===== config.mk =====
export PLATFORM = sky130hd
export DESIGN_NAME = div_signed_frontend_flat
export DESIGN_NICKNAME = d
export VERILOG_FILES = /design/src/rtl/div_signed_frontend_if.sv /design/src/rtl/div_signed_frontend.sv /design/src/flat_wrapper.sv
export SDC_FILE = /design/constraint.sdc
export NUM_CORES = 1
export LEC_CHECK = 0
export ABC_AREA = 1
export CAP_MARGIN = 20
export CORE_MARGIN = 1
export CORE_UTILIZATION = 45
export CTS_BUF_LIST = sky130_fd_sc_hd__clkbuf_16
export DETAILED_ROUTE_END_ITERATION = 10
export PLACE_DENSITY = 0.81
export SLEW_MARGIN = 0
export SYNTH_ARGS = -nofsm -noshare
export SYNTH_HDL_FRONTEND = slang
export SYNTH_SLANG_ARGS = --single-unit

===== constraint.sdc =====
create_clock -name clk -period 5.35 [get_ports clk]
set_input_delay 1.07 -clock clk [delete_from_list [all_inputs] [get_ports clk]]
set_output_delay 1.07 -clock clk [all_outputs]
set_load 0.01 [all_outputs]

===== src/rtl/div_signed_frontend_if.sv =====
// Request/result bus and unsigned-divider-core handshake for div_signed_frontend.
// The slave modport is the frontend's view; master is the surrounding
// environment (requester, result consumer and divider core).
interface div_signed_frontend_if #(
  parameter int DIV_WIDTH = 32
);
  // Request side
  logic                 req_valid;
  logic                 req_ready;
  logic [DIV_WIDTH-1:0] req_rs1;
  logic [DIV_WIDTH-1:0] req_rs2;
  logic [1:0]           req_op;

  // Result side
  logic                 result_valid;
  logic                 result_ready;
  logic [DIV_WIDTH-1:0] result_data;

  // Unsigned divider core handshake
  logic                 div_start;
  logic [DIV_WIDTH-1:0] div_dividend;
  logic [DIV_WIDTH-1:0] div_divisor;
  logic                 div_done;
  logic                 div_divisor_is_zero;
  logic [DIV_WIDTH-1:0] div_quotient;
  logic [DIV_WIDTH-1:0] div_remainder;

  modport slave (
    input  req_valid, req_rs1, req_rs2, req_op, result_ready,
           div_done, div_divisor_is_zero, div_quotient, div_remainder,
    output req_ready, result_valid, result_data,
           div_start, div_dividend, div_divisor
  );

  modport master (
    output req_valid, req_rs1, req_rs2, req_op, result_ready,
           div_done, div_divisor_is_zero, div_quotient, div_remainder,
    input  req_ready, result_valid, result_data,
           div_start, div_dividend, div_divisor
  );
endinterface


===== src/rtl/div_signed_frontend.sv =====
// Signed/unsigned operand conditioning and result fixup in front of an
// unsigned divider core. Converts RISC-V DIV/DIVU/REM/REMU operands to
// magnitudes, launches the core, re-applies signs, applies the RISC-V
// divide-by-zero rules and reuses the last quotient/remainder pair when a
// request repeats the previous operands and signedness.
module div_signed_frontend #(
  parameter int DIV_WIDTH = 32
) (
  input  logic                  clk,
  input  logic                  rst,   // asynchronous, active-low
  div_signed_frontend_if.slave  bus
);

  localparam int MSB = DIV_WIDTH - 1;

  typedef enum logic [1:0] {
    ST_IDLE   = 2'd0,
    ST_WAIT   = 2'd1,
    ST_RESULT = 2'd2
  } state_t;

  state_t r_state;
  state_t w_state_next;

  // Control registers (reset)
  logic         r_div_start;
  logic         r_reuse_valid;
  logic [MSB:0] r_result_data;

  // Captured request (datapath, no reset)
  logic [MSB:0] r_rs1;
  logic [MSB:0] r_rs2;
  logic [1:0]   r_op;
  logic         r_neg_q;
  logic         r_neg_r;
  logic [MSB:0] r_dividend;
  logic [MSB:0] r_divisor;

  // Reuse cache (datapath, no reset; qualified by r_reuse_valid)
  logic [MSB:0] r_last_rs1;
  logic [MSB:0] r_last_rs2;
  logic         r_last_unsigned;
  logic [MSB:0] r_uq;
  logic [MSB:0] r_ur;
  logic         r_zero;

  // Combinational helpers
  logic         w_idle;
  logic         w_accept;
  logic         w_signed;
  logic         w_neg_q;
  logic         w_neg_r;
  logic         w_hit;
  logic         w_done;
  logic [MSB:0] w_result_hit;
  logic [MSB:0] w_result_done;

  // Sign re-application and divide-by-zero rule. Overflow (-2^(W-1) / -1)
  // falls out naturally: magnitude quotient 2^(W-1) is not negated.
  function automatic logic [MSB:0] fixup(
    input logic [MSB:0] uq,
    input logic [MSB:0] ur,
    input logic         zero,
    input logic         neg_q,
    input logic         neg_r,
    input logic         want_rem
  );
    logic [MSB:0] q;
    logic [MSB:0] r;
    q = zero ? {DIV_WIDTH{1'b1}} : (neg_q ? (~uq + 1'b1) : uq);
    r = neg_r ? (~ur + 1'b1) : ur;
    return want_rem ? r : q;
  endfunction

  // Request decode, reuse lookup and both candidate results
  always_comb begin
    w_idle        = (r_state == ST_IDLE);
    w_accept      = bus.req_valid && w_idle;
    w_signed      = ~bus.req_op[0];
    w_neg_q       = w_signed & (bus.req_rs1[MSB] ^ bus.req_rs2[MSB]);
    w_neg_r       = w_signed & bus.req_rs1[MSB];
    w_hit         = r_reuse_valid
                  && (bus.req_rs1 == r_last_rs1)
                  && (bus.req_rs2 == r_last_rs2)
                  && (bus.req_op[0] == r_last_unsigned);
    // A completion pulse outside WAIT (e.g. from an abandoned operation) is ignored.
    w_done        = (r_state == ST_WAIT) && bus.div_done;
    w_result_hit  = fixup(r_uq, r_ur, r_zero, w_neg_q, w_neg_r, bus.req_op[1]);
    w_result_done = fixup(bus.div_quotient, bus.div_remainder, bus.div_divisor_is_zero,
                          r_neg_q, r_neg_r, r_op[1]);
  end

  // FSM state register
  always_ff @(posedge clk or negedge rst) begin
    if (!rst) begin
      r_state <= ST_IDLE;
    end else begin
      r_state <= w_state_next;
    end
  end

  // FSM next-state and handshake outputs
  // NOTE: every always_comb output gets a default first so no path leaves it
  // unassigned, which would otherwise infer a latch.
  always_comb begin
    w_state_next     = r_state;
    bus.req_ready    = 1'b0;
    bus.result_valid = 1'b0;
    unique case (r_state)
      ST_IDLE: begin
        bus.req_ready = 1'b1;
        if (bus.req_valid) begin
          w_state_next = w_hit ? ST_RESULT : ST_WAIT;
        end
      end
      ST_WAIT: begin
        if (bus.div_done) begin
          w_state_next = ST_RESULT;
        end
      end
      ST_RESULT: begin
        bus.result_valid = 1'b1;
        if (bus.result_ready) begin
          w_state_next = ST_IDLE;
        end
      end
      default: begin
        w_state_next = ST_IDLE;
      end
    endcase
  end

  // Start pulse, reuse validity and the held result
  // NOTE: sequential state uses non-blocking assignments so every register
  // samples pre-edge values regardless of block ordering.
  always_ff @(posedge clk or negedge rst) begin
    if (!rst) begin
      r_div_start   <= 1'b0;
      r_reuse_valid <= 1'b0;
      r_result_data <= '0;
    end else begin
      r_div_start <= w_accept && !w_hit;
      if (w_done) begin
        r_reuse_valid <= 1'b1;
      end
      if (w_accept && w_hit) begin
        r_result_data <= w_result_hit;
      end else if (w_done) begin
        r_result_data <= w_result_done;
      end
    end
  end

  // Request capture, core operands and reuse cache
  // NOTE: these datapath registers are deliberately not reset; nothing reads
  // them until the FSM or r_reuse_valid (both reset) says they are loaded.
  always_ff @(posedge clk) begin
    if (w_accept) begin
      r_rs1      <= bus.req_rs1;
      r_rs2      <= bus.req_rs2;
      r_op       <= bus.req_op;
      r_neg_q    <= w_neg_q;
      r_neg_r    <= w_neg_r;
      r_dividend <= (w_signed && bus.req_rs1[MSB]) ? (~bus.req_rs1 + 1'b1) : bus.req_rs1;
      r_divisor  <= (w_signed && bus.req_rs2[MSB]) ? (~bus.req_rs2 + 1'b1) : bus.req_rs2;
    end
    if (w_done) begin
      r_uq            <= bus.div_quotient;
      r_ur            <= bus.div_remainder;
      r_zero          <= bus.div_divisor_is_zero;
      r_last_rs1      <= r_rs1;
      r_last_rs2      <= r_rs2;
      r_last_unsigned <= r_op[0];
    end
  end

  assign bus.div_start    = r_div_start;
  assign bus.div_dividend = r_dividend;
  assign bus.div_divisor  = r_divisor;
  assign bus.result_data  = r_result_data;

endmodule


===== src/flat_wrapper.sv =====
// flat-port wrapper written by rule: the top's interface ports become plain ports
module div_signed_frontend_flat 
#(
  parameter int DIV_WIDTH = 32
)
  (clk, rst, bus_req_valid, bus_req_rs1, bus_req_rs2, bus_req_op, bus_result_ready, bus_div_done, bus_div_divisor_is_zero, bus_div_quotient, bus_div_remainder, bus_req_ready, bus_result_valid, bus_result_data, bus_div_start, bus_div_dividend, bus_div_divisor);
  div_signed_frontend_if #(.DIV_WIDTH(DIV_WIDTH)) bus_i ();
  input  logic clk;
  input  logic rst;
  input wire logic [$bits(bus_i.req_valid)-1:0] bus_req_valid;
  input wire logic [$bits(bus_i.req_rs1)-1:0] bus_req_rs1;
  input wire logic [$bits(bus_i.req_rs2)-1:0] bus_req_rs2;
  input wire logic [$bits(bus_i.req_op)-1:0] bus_req_op;
  input wire logic [$bits(bus_i.result_ready)-1:0] bus_result_ready;
  input wire logic [$bits(bus_i.div_done)-1:0] bus_div_done;
  input wire logic [$bits(bus_i.div_divisor_is_zero)-1:0] bus_div_divisor_is_zero;
  input wire logic [$bits(bus_i.div_quotient)-1:0] bus_div_quotient;
  input wire logic [$bits(bus_i.div_remainder)-1:0] bus_div_remainder;
  output wire logic [$bits(bus_i.req_ready)-1:0] bus_req_ready;
  output wire logic [$bits(bus_i.result_valid)-1:0] bus_result_valid;
  output wire logic [$bits(bus_i.result_data)-1:0] bus_result_data;
  output wire logic [$bits(bus_i.div_start)-1:0] bus_div_start;
  output wire logic [$bits(bus_i.div_dividend)-1:0] bus_div_dividend;
  output wire logic [$bits(bus_i.div_divisor)-1:0] bus_div_divisor;
  assign bus_i.req_valid = bus_req_valid;
  assign bus_i.req_rs1 = bus_req_rs1;
  assign bus_i.req_rs2 = bus_req_rs2;
  assign bus_i.req_op = bus_req_op;
  assign bus_i.result_ready = bus_result_ready;
  assign bus_i.div_done = bus_div_done;
  assign bus_i.div_divisor_is_zero = bus_div_divisor_is_zero;
  assign bus_i.div_quotient = bus_div_quotient;
  assign bus_i.div_remainder = bus_div_remainder;
  assign bus_req_ready = bus_i.req_ready;
  assign bus_result_valid = bus_i.result_valid;
  assign bus_result_data = bus_i.result_data;
  assign bus_div_start = bus_i.div_start;
  assign bus_div_dividend = bus_i.div_dividend;
  assign bus_div_divisor = bus_i.div_divisor;
  div_signed_frontend #(.DIV_WIDTH(DIV_WIDTH)) u_core (.clk(clk), .rst(rst), .bus(bus_i));
endmodule

==> impl_metrics.ini <==
[placed_design]
dpl-instance-area_mm2 = 0.0200
dpl_worst_slack_ps = 1330
place.gp.congestion = 1.02
dp_hpwl_mm = 47.6
place.port_buffers = 234

[power]
cellPowerDensity_mw_per_mm2 = 397
power_report.internal_total_uw = 5550
peak_vdd_ir_v = 0.000200
net-switching-power_uw = 2850
switching_share_pct = 33.9
combinationalPowerShare_pct = 29.0
p_leak_uw = 0.00889
clock_power_share_pct = 28.5
sequentialPowerShare_pct = 42.5

[logic_synthesis]
yosysTopAreaCellShare_pct = 45.7
post_synth_num_cell_types = 48
netlist_top_cells_count = sky130_fd_sc_hd__nand2_1, sky130_fd_sc_hd__nor2_1, sky130_fd_sc_hd__edfxtp_1
synth_sequential_area_ratio_pct = 51.0
synth.avg_cell_area_um2 = 8.03
syn-cell-area_mm2 = 0.0171
synthTopCellsByArea = sky130_fd_sc_hd__edfxtp_1, sky130_fd_sc_hd__nand2_1, sky130_fd_sc_hd__nand3_1
synth-main-ff-cell = sky130_fd_sc_hd__edfxtp_1
synth_seq_cells = 296
ys_async_sr_fraction_pct = 12.2
synth.net_count = 2268
syn-instance-count = 2126
synth_edf_count = 260
synthMostInstantiatedCell = sky130_fd_sc_hd__nand2_1
yosys_warnings = 0
synth_top_area_cell = sky130_fd_sc_hd__edfxtp_1

[cts]
post_cts.resized_instances = 0
post_cts_buffers = 0
clock_insertion_delay_worst_skew_ps = 540
cts-root-buf = sky130_fd_sc_hd__clkbuf_16
cts_num_sinks = 296
postCtsHoldBufs = 0
cts_tree = done
max-clock-path-buffers = 3
cts_max_level = 2
number_of_buffers_inserted_during_clock_tree_synthesis = 35
path_clk_slew_ps = 60

[drt]
remaining_drc_errors = 0
num_vias = 16095
top_layer_used = met4
route.layer.met1.wl_mm = 24.7
violation_count_after_the_first_detailed_routing_iteration = 1669
route.antenna.remaining_nets = 0
drt_first_pass_iters = 8
routed_wire_length_per_instance_um = 21.3
detailroute.wirelength.met2_mm = 28.6
via_per_inst = 5.56
routed_wl_mm = 61.8
detailroute.wirelength.met3_mm = 5.11

[sta]
timing.setup.tns_ps = 0
fin_crit_sh_pct = 65.9
final.min_clock_period_ps = 3530
achievable_frequency_mhz = 283
grt_setup_unrepaired = false
finalHoldViolations = 0
final_critical_path_setup_slack_ps = 1820
tightestPinTransition_ps = 1120
fin_worst_hold_slack_ps = 416
setup_viol = 0
slew_viol_final = 0
fin_skew_ps = 35.0
slew-limit-headroom_pct = 25.0

[critical_path]
crit_path_kind = in -> reg
reg2reg_from = u_core.r_neg_r
cp.arrival_ps = 4000
worstPathRequired_ps = 5820
worst-path-max-fanout = 20
cp-end-kind = flop
critPathLaunchType = input port
crit_start = bus_req_op[0]

[global_routing]
grt_antenna_before_repair = 0
grt_pass1_vias = 15605
grt_max_degree = 57
track_usage_pct = 31.9
grt_first_pass_wirelength_mm = 92.4
grt_overflow_total = 0

[outcome]
result_of_the_run = completed

[floorplan]
die-height_um = 197
ioPinCount = 235
starting_density_of_the_core_pct = 46.2
fp.dieArea_mm2 = 0.0387
floorplan.rows = 70
core_mm2 = 0.0370
chipWidth_um = 197

[cells_and_area]
insertedDiodeCount = 0
final_area_mm2 = 0.0211
layout-drive-gt1-share_pct = 4.85
layout.nets = 2510
filler_cell_count = 3352
finalCoreUtilization_pct = 57.1
syn_to_final_growth_pct = 23.6

[worst_hold_path]
hold_path.class = reg -> reg
timing.hold.worst.start = u_core.r_rs2[19]

[flow_run]
drv.max_cap_violation_count = 0
[area by class of cell]
| class | count | area (um^2) | area share (%) |
|---|---|---|---|
| clock buffer | 35 | 876 | 4.15 |
| sequential | 296 | 8710 | 41.2 |
| clock inverter | 27 | 264 | 1.25 |
| inverter | 269 | 1020 | 4.82 |
| multi-input combinational | 1514 | 7130 | 33.7 |
| tap | 504 | 631 | 2.99 |
| timing repair buffer | 252 | 2500 | 11.8 |
[power groups by stage]
stage / Combinational, uW / Clock, uW / Sequential [uW]
finish: 2430 / 2400 / 3570
global route: 2640 / 2500 / 3600
CTS: 2420 / 2420 / 3550
detailed placement: 2410 / 0 / 3590
global placement: 2380 / 0 / 3580
floorplan: 1160 / 0 / 3590
[through the flow]
| stage | total power (uW) | cells |
|---|---|---|
| 4_1_cts | 8400 | 2897 |
| 3_3_place_gp | 5970 | 2835 |
| 3_5_place_dp | 6000 | 2835 |
| 2_1_floorplan | 4760 | 2126 |
| 6_report | 8390 | 2897 |
| 5_1_grt | 8740 | 2897 |
[per-layer routing]
metal / vias up / GRT usage (%)
li1: 7528 / -
met1: 7531 / 41.5
met2: 895 / 52.5
met3: 141 / 3.95
met4: 0 / 16.4
met5: - / 0
[sequential cells by signal, indices dropped and copies added (netlist names)]
name,count
u_core.bus.div_dividend,32
u_core.bus.div_divisor,32
u_core.bus.div_start,1
u_core.bus.result_data,32
u_core.r_last_rs1,32
u_core.r_last_rs2,32
u_core.r_last_unsigned,1
u_core.r_neg_q,1
u_core.r_neg_r,1
u_core.r_op,2
u_core.r_reuse_valid,1
u_core.r_rs1,31
u_core.r_rs2,31
u_core.r_state,2
u_core.r_uq,32
u_core.r_ur,32
u_core.r_zero,1
[worst paths after layout]
check                                        endpoint  slack, ps  cells past startpoint
max in group asynchronous  u_core.bus.result_data[20]       4040                      1
hold / removal                  u_core.r_last_rs2[19]        420                      0
hold reg to reg                 u_core.r_last_rs2[19]        420                      0
setup reg to reg           u_core.bus.result_data[25]       2490                     11
min in group asynchronous  u_core.bus.result_data[19]        700                      1
setup / recovery           u_core.bus.result_data[23]       1820                     14
[critical path, cell delays in order]
cell,delay (ps)
sky130_fd_sc_hd__clkdlybuf4s50_1,490
sky130_fd_sc_hd__inv_2,130
sky130_fd_sc_hd__nand2_1,60
sky130_fd_sc_hd__buf_4,200
sky130_fd_sc_hd__nand2_1,80
sky130_fd_sc_hd__nand2_1,260
sky130_fd_sc_hd__inv_1,430
sky130_fd_sc_hd__buf_4,320
sky130_fd_sc_hd__nand2_1,100
sky130_fd_sc_hd__o21ai_0,510
sky130_fd_sc_hd__nand3_1,150
sky130_fd_sc_hd__nand2_1,100
sky130_fd_sc_hd__nand2_1,50
sky130_fd_sc_hd__nand2_1,50
[logic make-up after synthesis]
family	count (synthesis)	synth area share [%]
AOI/OAI and AO/OA	213	6.90
xor gates and xnor gates	80	4.10
adders and majority gates	6	0.439
buffers and inverters	316	7.32
DFF	296	51.0
and+or+nand+nor	1215	30.3
[cells in the final DEF, fill, tap and decap left out, types with 53 or more instances in the layout]
cell type / instances
sky130_fd_sc_hd__a21oi_1: 53
sky130_fd_sc_hd__clkdlybuf4s50_1: 233
sky130_fd_sc_hd__edfxtp_1: 260
sky130_fd_sc_hd__inv_1: 254
sky130_fd_sc_hd__nand2_1: 601
sky130_fd_sc_hd__nand3_1: 208
sky130_fd_sc_hd__nand4_1: 55
sky130_fd_sc_hd__nor2_1: 268
sky130_fd_sc_hd__o21ai_0: 109
sky130_fd_sc_hd__xor2_1: 72
(Power assumes the default switching activity.)
